==> src/rtl/spi_master_adc.sv <==
// SPI master for an 8-bit serial ADC: one 32-SCLK frame per start request,
// sample captured MSB first and presented on data_out with a one-cycle done pulse.
//
// state | meaning
// IDLE  | cs_n high, sclk high, waiting for start
// SETUP | cs_n low, sclk high, CLK_DIV cycles before the first SCLK edge
// XFER  | 64 SCLK toggles (32 periods), sample bits captured on rising edges 5..12
// HOLD  | cs_n low, sclk high, CLK_DIV cycles after the last rising edge
// GAP   | cs_n high, still busy, CLK_DIV cycles of guaranteed deselect time
module spi_master_adc #(
  parameter int unsigned CLK_DIV = 4
) (
  input  logic       clk,
  input  logic       rst,
  input  logic       start,
  output logic       busy,
  output logic       done,
  output logic [7:0] data_out,
  output logic       sclk,
  output logic       cs_n,
  input  logic       sdata
);

  typedef enum logic [2:0] {
    S_IDLE  = 3'd0,
    S_SETUP = 3'd1,
    S_XFER  = 3'd2,
    S_HOLD  = 3'd3,
    S_GAP   = 3'd4
  } state_t;

  localparam logic [7:0] DIV_M1 = 8'(CLK_DIV - 1);

  state_t     state;
  state_t     state_nxt;
  logic [7:0] div_cnt;
  logic [6:0] edge_cnt;
  logic [7:0] shift_reg;
  logic       tc;
  logic       capture;

  assign tc = (div_cnt == 8'd0);
  // edge_cnt counts toggles already made; odd values 9..23 mean the next toggle
  // is rising edge 5..12, where the ADC bit 7..0 is stable on sdata
  assign capture = edge_cnt[0] && (edge_cnt >= 7'd9) && (edge_cnt <= 7'd23);

  always_ff @(posedge clk) begin
    if (rst) state <= S_IDLE;
    else     state <= state_nxt;
  end

  always_comb begin
    state_nxt = state;
    case (state)
      S_IDLE:  if (start) state_nxt = S_SETUP;
      S_SETUP: if (tc) state_nxt = S_XFER;
      S_XFER:  if (tc && (edge_cnt == 7'd63)) state_nxt = S_HOLD;
      S_HOLD:  if (tc) state_nxt = S_GAP;
      S_GAP:   if (tc) state_nxt = S_IDLE;
      default: state_nxt = S_IDLE;
    endcase
  end

  always_comb begin
    cs_n = 1'b1;
    busy = 1'b0;
    case (state)
      S_SETUP, S_XFER, S_HOLD: begin
        cs_n = 1'b0;
        busy = 1'b1;
      end
      S_GAP:   busy = 1'b1;
      default: begin
        cs_n = 1'b1;
        busy = 1'b0;
      end
    endcase
  end

  always_ff @(posedge clk) begin
    if (rst) begin
      div_cnt   <= 8'd0;
      edge_cnt  <= 7'd0;
      shift_reg <= 8'd0;
      sclk      <= 1'b1;
      done      <= 1'b0;
      data_out  <= 8'd0;
    end else begin
      done <= 1'b0;
      case (state)
        S_IDLE: begin
          div_cnt  <= DIV_M1;
          edge_cnt <= 7'd0;
          sclk     <= 1'b1;
        end
        S_SETUP, S_GAP: div_cnt <= tc ? DIV_M1 : div_cnt - 8'd1;
        S_XFER: begin
          if (tc) begin
            div_cnt  <= DIV_M1;
            sclk     <= ~sclk;
            edge_cnt <= edge_cnt + 7'd1;
            if (capture) shift_reg <= {shift_reg[6:0], sdata};
          end else begin
            div_cnt <= div_cnt - 8'd1;
          end
        end
        S_HOLD: begin
          if (tc) begin
            div_cnt  <= DIV_M1;
            done     <= 1'b1;
            data_out <= shift_reg;
          end else begin
            div_cnt <= div_cnt - 8'd1;
          end
        end
        default: begin
          div_cnt  <= 8'd0;
          edge_cnt <= 7'd0;
          sclk     <= 1'b1;
        end
      endcase
    end
  end

endmodule

==> config.mk <==
export PLATFORM = sky130hd
export DESIGN_NAME = spi_master_adc
export DESIGN_NICKNAME = d
export VERILOG_FILES = /design/src/rtl/spi_master_adc.sv
export SDC_FILE = /design/constraint.sdc
export NUM_CORES = 1
export LEC_CHECK = 0
export CORE_UTILIZATION = 40
export DETAILED_ROUTE_END_ITERATION = 12
export PLACE_DENSITY = 0.59
export SETUP_SLACK_MARGIN = 0.1
export SLEW_MARGIN = 20
export SYNTH_ARGS = -nofsm -noshare
export SYNTH_HDL_FRONTEND = slang
export SYNTH_SLANG_ARGS = --single-unit
==> constraint.sdc <==
create_clock -name clk -period 3.7 [get_ports clk]
set_input_delay 0.74 -clock clk [delete_from_list [all_inputs] [get_ports clk]]
set_output_delay 0.74 -clock clk [all_outputs]
set_load 0.02 [all_outputs]
Word level (Yosys, flattened, before mapping). Index checks and enable logic that the tools add are counted.

Logic and storage cells: 53. Flip-flop bits (word level): 36. Output and inout bits: 12. Input port bits: 4.

Eq/ne operators: 11. Magnitude comparators: 2. Reduce and logical (&&, ||, !) cells: 13. Multiplexer cells: 15. Add/sub/neg operators: 2. Bitwise operators: 3.

Operator list (number): $pmux 8 s2 (1); $mux 3 (5); $pmux 3 s5 (1); $pmux 7 s2 (1); $ne 2x2->1 const B (6); $logic_not 8->1 (1); $mux 8 (1); $sub 8x1->8 const B (1); $add 7x1->7 const B (1); $eq 7x6->1 const B (1); $ge 7x4->1 const B (1); $le 7x5->1 const B (1); $mux 7 (1); $eq 3x2->1 const B (2); $reduce_or 3->1 (2); $reduce_and 5->1 (1); $mux 1 (4); $reduce_and 2->1 (2); $reduce_or 4->1 (1); $eq 3x1->1 const B (1); $eq 3x3->1 const B (1); $logic_and 1x1->1 (3); $logic_not 3->1 (1); $not 1->1 (3); other kinds (3) (3).

Logic depth before layout (Yosys ltp).
Word-level depth: 4. Gate-level depth with buffers: 7. Gate-level depth less buffers: 6.

Least setup slack after synthesis. No wires, ideal clock.

Path type: reg2reg. Start point: register div_cnt[0]. End point: register shift_reg[0]. Stages on the path, launching flop included: 7. Required time: 3.628 ns. Arrival time: 1.878 ns. Buffers on the path: 0. Setup time: 0.072 ns. Slack: 1.751 ns. Cells stage by stage: dfxtp_1 inv_1 ha_1 nor3b_1 nand2_2 a2111oi_4 mux2i_1.

Longest elaborated chain between the ends: 2.

RTL lines: start: declaration (RTL line 36) `logic [7:0] div_cnt;`; start signal: assignment (RTL line 96) `S_SETUP, S_GAP: div_cnt <= tc ? DIV_M1 : div_cnt - 8'd1;`; start signal: assignment (RTL line 104) `div_cnt <= div_cnt - 8'd1;`; start signal: assignment (RTL line 113) `div_cnt <= div_cnt - 8'd1;`; $logic_not 8->1 (RTL line 42) `assign tc = (div_cnt == 8'd0);`; $reduce_and 3->1 (no line); end signal: assignment (RTL line 102) `if (capture) shift_reg <= {shift_reg[6:0], sdata};`; end: declaration (RTL line 38) `logic [7:0] shift_reg;`.

Every way passes these cells. A chain may end at the register's enable or synchronous reset.

Worst setup path after layout.
Start point: register state[0]. End point: output cs_n.

Longest elaborated chain between the ends: 3. Elaborated cells between the ends (all ways): 5. Those cells by class: eq/ne (3); mux (1); reduce/logical (1).

RTL lines: start: declaration (RTL line 34) `state_t state;`; start signal: assignment (RTL line 49) `else state <= state_nxt;`; $eq 3x2->1 / $eq 3x1->1 (equally long branches) (RTL line 67) `case (state)`; $reduce_or 3->1 (*) (RTL line 67); $mux 1 (*) (RTL line 67); end: declaration (RTL line 20) `output logic cs_n,`.

Every way passes the cells marked *; elsewhere a longest branch is shown, timed or not.

==> run summary <==
status - finished clean
grt total ovfl - 0
WHS - 485 ps
post-CTS sizing - 0
DR pass1 iterations - 4
initial antenna violation count - 0
flops & latches, synth - 36
Hold Path Origin - shift_reg[7]
RSZ-0062 raised after global routing - false
Final WS setup - 1060 ps
Skew-Pair Late Insertion Delay - 290 ps
Synth Area in Compound Gates - 0.120
Max Freq - 378 MHz
Gate Count Post-Synth - 181
crit path max fanout - 16
largest family of logic cells by synthesized area - simple AND/OR/NAND/NOR gates
clk_skew - 5.28 ps
Clock transition at path regs - 80 ps
Most used DFF post-synth - dfxtp_1
Synth Area in Simple Gates - 0.248
VDD IR-drop max - 0.198 mV
clock sink count - 36
Register Area - 721 µm²
hold_buf cts - 0
fin crit share - 0.715
Setup-failing EPs final - 0
reg2reg setup slack - 1330 ps
CTS tree - yes
Initial Utilization - 0.418
worst-margin pin slew - 733 ps
wire per inst - 13.1 µm
mapped cell area - 1670 µm²
Hold WC Path Type - register to register
XOR/XNOR Fraction of Synth Area - 0.0315
final hold vios - 0
average cell area after synthesis - 9.23 µm²
number of synthesized flops with an enable pin - 0
CP Launch Point - state[0]
worst r2r src - div_cnt[0]
vias - 1311
IO Port Bufs - 15
Synth Area in Adders - 0.0360
final setup TNS - 0 ps
antenna viol nets, final - 0
first-pass GRT wire length - 5.74 mm
Ys Warns - 0
CTS Buf Count - 5
core region area - 4000 µm²
Reg-to-Reg End - shift_reg[2]
mux cell area share after synthesis - 0.102
final HPWL from detailed placement - 2.25 mm
htree depth - 2
top post-synthesis cells by area - dfxtp_1, mux2i_1, nor2_1
Data required, critical path - 2960 ps
crit end category - primary output
Slew HR - 0.511
Layout Cells excl Fill - 246
Mapped Nets - 189
worst r2r path cells - 6
post-placement cell count - 238
post-synthesis cell type count - 37
Post-synth top cells - dfxtp_1, nor2_1, mux2i_1
Area growth syn-to-layout - 16.7%
# diodes - 0
Die ar. - 4440 µm²
maximum clock path buffer count - 2
DRT Wirelength - 3.22 mm
post-synth top area share - 0.431
capture point of the critical path - cs_n
Setup WS pre-CTS - 1250 ps
Rows - 23
PwrDens - 420 nW/µm²
Lkg Pwr - 0.742 nW
count leader, synth - dfxtp_1
gr usage total - 0.170
startpoint types - register
Multi-input gate area - 897 µm²
vias in the first global route - 1305
Die Wd - 66.6 µm
largest net degree at the start of global routing - 30
DR vias/cell - 5.33
critical path class - register to primary output
Ports - 16
Post-synth ARST share - 0
arrival time at the worst endpoint - 1900 ps
GP Congestion - 0.813
post-synthesis sequential area ratio - 0.431
Max Cap Viol - 0
fin crit period - 2640 ps
final net count - 203
Setup Buffers After CTS - 0
Max Slew Vio Count - 0
die height - 66.6 µm
dominant cell type by area after synthesis - dfxtp_1
initial DRC count - 104
filler instances - 385
CTS root buf - clkbuf_8
share of cells above drive strength 1 - 0.0765
DRC violations left - 0
Design Power - 0.820 mW
[kinds of logic (layout without fill, tap and decap cells)]
family,Yosys count,in the layout
fa+ha+maj,5,5
mux,17,17
compound gates,28,28
flops,36,36
simple gates,75,75
buf+inv,14,29
xor+xnor,6,6
[area by class of cell]
type	instances	area share
Clock buffer	5	0.0353
Clock inverter	3	0.0122
Inverter	5	0.00963
Multi-Input combinational cell	131	0.460
Sequential cell	36	0.370
Tap cell	50	0.0321
Timing Repair Buffer	16	0.0809
[layer usage]
metal	routed length [µm]	vias up	global-route usage
met4	51	0	0.0798
met3	93	5	0.0394
met1	1500	621	0.198
li1	-	666	-
met5	0	-	0
met2	1570	19	0.289
[worst max-delay path, stage by stage, from the launching register on]
cell	delay [ps]
dfxtp_1	620
nor2_1	150
or2_2	310
clkdlybuf4s50_1	540
[worst min-delay path by stage]
| stage | end | cells after the start |
|---|---|---|
| 6_report | shift_reg[7] | 2 |
| 5_1_grt | shift_reg[7] | 2 |
| 4_1_cts | shift_reg[7] | 2 |
| 3_5_place_dp | shift_reg[7] | 2 |
| 3_3_place_gp | shift_reg[7] | 2 |
| 2_1_floorplan | shift_reg[7] | 2 |
[power breakdown]
| group | internal (mW) | switching, mW | total [mW] |
|---|---|---|---|
| Sequential | 0.398 | 0.0185 | 0.417 |
| Clock | 0.133 | 0.148 | 0.282 |
| Combinational | 0.0514 | 0.0699 | 0.121 |
| Total | 0.583 | 0.237 | 0.820 |
[through the flow]
stage / utilization / area (µm²)
6_report: 0.487 / 1950
5_1_grt: 0.487 / 1950
4_1_cts: 0.487 / 1950
3_5_place_dp: 0.464 / 1860
3_3_place_gp: 0.464 / 1860
2_1_floorplan: - / 1670
[cells in the final DEF, fill, tap and decap left out, types with 3 or more instances in the layout]
master / netlist / final
clkbuf_8: 0 / 5
o31ai_1: 4 / 4
nor3_1: 4 / 4
dfxtp_1: 36 / 36
o21ai_0: 3 / 3
clkdlybuf4s50_1: 0 / 15
xnor2_1: 3 / 3
xor2_1: 3 / 3
mux2i_1: 17 / 17
nand2_1: 7 / 7
nand2b_1: 12 / 12
nor2_1: 21 / 21
nand3_1: 7 / 7
a21oi_1: 10 / 10
inv_1: 5 / 5
ha_1: 4 / 4
or4_1: 7 / 7
nor4_1: 3 / 3
Power figures use the tool's default switching activity.
==> variant 1 (same flow settings) <==
Register the inputs `start` and `sdata` before use, cleared by the reset. The logic sees them one clock later.
--- a/src/rtl/spi_master_adc.sv
+++ b/src/rtl/spi_master_adc.sv
@@ -33,2 +33,15 @@
 
+  logic start_q;
+  logic sdata_q;
+
+  always_ff @(posedge clk) begin
+    if (rst) begin
+      start_q <= '0;
+      sdata_q <= '0;
+    end else begin
+      start_q <= start;
+      sdata_q <= sdata;
+    end
+  end
+
   state_t     state;
@@ -54,3 +67,3 @@
     case (state)
-      S_IDLE:  if (start) state_nxt = S_SETUP;
+      S_IDLE:  if (start_q) state_nxt = S_SETUP;
       S_SETUP: if (tc) state_nxt = S_XFER;
@@ -101,3 +114,3 @@
             edge_cnt <= edge_cnt + 7'd1;
-            if (capture) shift_reg <= {shift_reg[6:0], sdata};
+            if (capture) shift_reg <= {shift_reg[6:0], sdata_q};
           end else begin
Check against the original RTL: not equivalent (a bounded check fails within 4 cycles, from zero or initial values and one cycle with rst high).
==> variant 1 against the original RTL <==
Combinational power shrank 4%. Wire length about the same. Maximum frequency shrank 0.42%. Largest power group unchanged. Total power grew 18%. Sequential cell count increased by 2. Worst setup slack worse by 0.011 ns. Final area grew 4.5%. Area after synthesis increased by 2.7%. Final cell count is 1.2% lower.
==> variant 1: results (changes against the original RTL) <==
Outcome -> complete, no violations
Synth top area cells -> dfxtp_1, mux2i_1, nor2_1
Largest net degree at the start of global routing -> 22 (-27%)
Netlist cell types -> 42 (+14%)
Antenna Cells -> 0 (unchanged)
Synth top cells by count -> dfxtp_1, nor2_1, mux2i_1
Post-CTS setup buffer count -> 0 (unchanged)
Worst-Skew Late Latency -> 0.29 ns (about the same)
Asr flop ratio synth -> 0 (unchanged)
Critical Path AT -> 1.92 ns (+0.02 ns)
Sequential area share after synthesis -> 0.443 (+0.0120)
Htree depth -> 2 (unchanged)
Layout cells sized above 1 -> 0.0933 (+0.0167)
Clock Tree Buf Depth -> 2 (unchanged)
Root Driver -> clkbuf_8
Port Buffers -> 15 (unchanged)
Initial antenna violation count -> 0 (unchanged)
Worst hold path class -> reg2reg
First-pass GRT wire length -> 5490 um (-4.3%)
Via density per instance -> 5.26 (-1.4%)
Hpwl dp -> 2270 um (+0.85%)
Synth warnings -> 0 (unchanged)
Total track usage -> 0.163 (-0.00666)
Least-Margin Pin Slew -> 0.686 ns (-0.0470 ns)
Post_cts resized -> 0 (unchanged)
TritonCTS Buffers -> 5 (unchanged)
# fillers -> 373 (-3.1%)
Critical Path Fanout Max -> 12 (-4)
Final net count -> 200 (-1.5%)
DRT Pass-1 Iters -> 4 (unchanged)
Initial DRC count -> 34 (-67%)
Crit-path max cell delay -> 0.56 ns (-0.06 ns)
Lkg Pwr -> 0.789 nW (+6.3%)
WL final -> 3210 um (about the same)
RePlAce Congestion -> 0.795 (-2.3%)
Worst IR Drop VDD -> 267 uV (+34%)
Post-Syn Nets -> 185 (-2.1%)
Clk slew on worst S/H paths -> 0.08 ns (about the same)
# DRC -> 0 (unchanged)
Worst slack, placed -> 1.23 ns (-0.0147 ns)
Slowest CP cell -> dfxtp_1
Area after DPL -> 0.00190 mm2 (+2.3%)
Clk_skew -> 0.00391 ns (-0.00138 ns)
Vias in the first global route -> 1236 (-5.3%)
-- variant 1: path summary, 6_finish.rpt --
| path | startpoint | end | slack [ns] | depth (start not counted) |
|---|---|---|---|---|
| max | state[0] | cs_n | 1.04 | 3 |
| min reg2reg | sdata_q | shift_reg[0] | 0.46 | 2 |
| min | sdata_q | shift_reg[0] | 0.46 | 2 |
| max reg2reg | div_cnt[0] | data_out[7] | 1.50 | 6 |
-- variant 1: through the flow --
stage	util	cells
floorplan	-	177
global placement	0.468	235
detailed placement	0.468	235
CTS	0.502	243
global route	0.502	243
finish	0.502	243
-- variant 1: critical path, delay by kind of cell, from the launching register on --
kind / cells / cell delay [ns]
buffers and inverters: 1 / 0.54
AND/OR/NAND/NOR: 2 / 0.53
flip-flops: 1 / 0.56
-- variant 1: kinds of logic (layout without fill, tap and decap cells) --
group / after synthesis / count (layout) / share of synthesized area
fa+ha+maj: 5 / 5 / 0.0350
xor+xnor: 7 / 7 / 0.0357
simple gates: 73 / 73 / 0.241
buf+inv: 12 / 28 / 0.0299
flops: 38 / 38 / 0.443
mux: 20 / 20 / 0.117
compound gates: 22 / 22 / 0.0970
-- variant 1: layer usage --
metal	wire length (um)	global-route usage	vias to the layer above
li1	-	-	652
met1	1530	0.206	597
met2	1520	0.259	22
met4	40	0.0718	0
met5	0	0	-
met3	117	0.0422	6
-- variant 1: layout make-up --
cell class,instances,area (um2),share of cell area
multi-input cells,127,903,0.443
inverters,4,15.0,0.00737
clock inverters,3,68.8,0.0338
repair buffers,16,158,0.0774
clock buffers,5,68.8,0.0338
well taps,50,62.6,0.0307
flip-flops and latches,38,761,0.373
-- variant 1: power breakdown --
group | total (mW) | leakage, nW | internal [mW] | switching, mW
Sequential | 0.433 | 0.308 | 0.419 | 0.0136
Clock | 0.418 | 0.0683 | 0.270 | 0.148
Combinational | 0.116 | 0.413 | 0.0471 | 0.0684
Total | 0.966 | 0.789 | 0.736 | 0.230
==> variant 2 (same settings) <==
Without the edit above. Register the output `data_out` once more, with the module's reset; this adds one clock of latency there. The other outputs are not delayed to match. Comments in the files are not updated.
--- a/src/rtl/spi_master_adc.sv
+++ b/src/rtl/spi_master_adc.sv
@@ -32,2 +32,4 @@
   localparam logic [7:0] DIV_M1 = 8'(CLK_DIV - 1);
+
+  logic [7:0] data_s0;
 
@@ -86,3 +88,3 @@
       done      <= 1'b0;
-      data_out  <= 8'd0;
+      data_s0   <= 8'd0;
     end else begin
@@ -110,3 +112,3 @@
             done     <= 1'b1;
-            data_out <= shift_reg;
+            data_s0 <= shift_reg;
           end else begin
@@ -124,2 +126,10 @@
 
+  always_ff @(posedge clk) begin
+    if (rst) begin
+      data_out <= '0;
+    end else begin
+      data_out <= data_s0;
+    end
+  end
+
 endmodule
Function: no difference found for any inputs over 10 cycles, from zero or initial values and one cycle with rst high; that may be too few to reach the edited logic, so the function may still have changed.
==> variant 2 against the original RTL <==
Sequential cell count up 8. Highest routed layer unchanged. Area after synthesis increased by 9.6%. Wire length increased by 2.4%. Count of clock-buffer cells in the layout stayed put. Non-clock buffer count is the same. Total power grew 31%. Sequential power is 22% higher. Final area up 9.7%. Worst setup slack gained 0.13 ns. Critical path depth is the same.
==> variant 2: results (changes against the original RTL) <==
WL final -> 3290 um (+2.4%)
Finished Layout Cells -> 258 (+4.9%)
Hpwl dp -> 2240 um (-0.37%)
Comb pwr share -> 0.136 (-0.012)
Critical Path AT -> 1.77 ns (-0.13 ns)
Slowest CP cell -> clkdlybuf4s50_1
Hold depth -> 1 (-1)
Vias in the first global route -> 1332 (+2.1%)
Initial DRC count -> 66 (-37%)
Seq/total area -> 0.412 (+0.0422)
Outcome -> complete, no violations
Comb_multi_in -> 134 (+2.3%)
Syn Inst Count -> 192 (+6.1%)
Area after DPL -> 0.00201 mm2 (+8.2%)
Largest net degree at the start of global routing -> 29 (-3.3%)
Fin Hold WS -> 0.465 ns (-0.0199 ns)
Clock-net power -> 419 uW (+49%)
Worst R2R End -> shift_reg[0]
Antenna Cells -> 0 (unchanged)
RePlAce Congestion -> 0.780 (-4.1%)
Synthesized area per cell -> 9.53 um2 (+3.3%)
Post-Syn Nets -> 200 (+5.8%)
Critical path's top delay family -> buffers and inverters
Synth top cells by count -> dfxtp_1, nor2_1, nand2b_1
Crit-path max cell delay -> 0.54 ns (-0.08 ns)
# fillers -> 413 (+7.3%)
Total track usage -> 0.147 (-0.0228)
Clk_skew -> 0.00737 ns (+0.00209 ns)
Hold path start -> data_s0[1]
Reg-to-reg slack, setup -> 1.46 ns (+0.13 ns)
Layout cells sized above 1 -> 0.0680 (-0.00857)
Dpl cells -> 251 (+5.5%)
Lkg Pwr -> 0.825 nW (+11%)
Critical Path Fanout Max -> 10 (-6)
Root Driver -> clkbuf_8
FF+latch area -> 881 um2 (+22%)
First-pass GRT wire length -> 5710 um (-0.47%)
Least-Margin Pin Slew -> 0.736 ns (+0.00228 ns)
Worst Hold End -> data_out[1]
Worst slack, placed -> 1.27 ns (+0.0256 ns)
Minimum clock period -> 2.51 ns (-0.133 ns)
Pwr Density -> 501 mW/mm2 (+19%)
Final net count -> 214 (+5.4%)
Vias -> 1359 (+3.7%)
Seq cells -> 44 (+22%)
-- variant 2: cell types whose count changed after synthesis, sizes merged, moves of 6 or more --
cell and delta:
a21o +6, dfxtp +8, mux2i -8, nor2b +7
-- variant 2: per-layer routing --
layer | vias up | wire length (um) | track usage
met1 | 644 | 1550 | 0.178
met5 | - | 0 | 0
met4 | 0 | 52 | 0.0600
met2 | 15 | 1610 | 0.249
met3 | 7 | 77 | 0.0349
li1 | 693 | - | -
-- variant 2: cells by family (layout without fill, tap and decap cells) --
logic type | count (synthesis) | after routing | share of synthesized area
buf+inv | 14 | 28 | 0.0342
mux | 10 | 10 | 0.0554
compound gates | 32 | 32 | 0.115
flops | 44 | 44 | 0.481
xor+xnor | 7 | 7 | 0.0335
simple gates | 81 | 81 | 0.254
fa+ha+maj | 4 | 4 | 0.0273
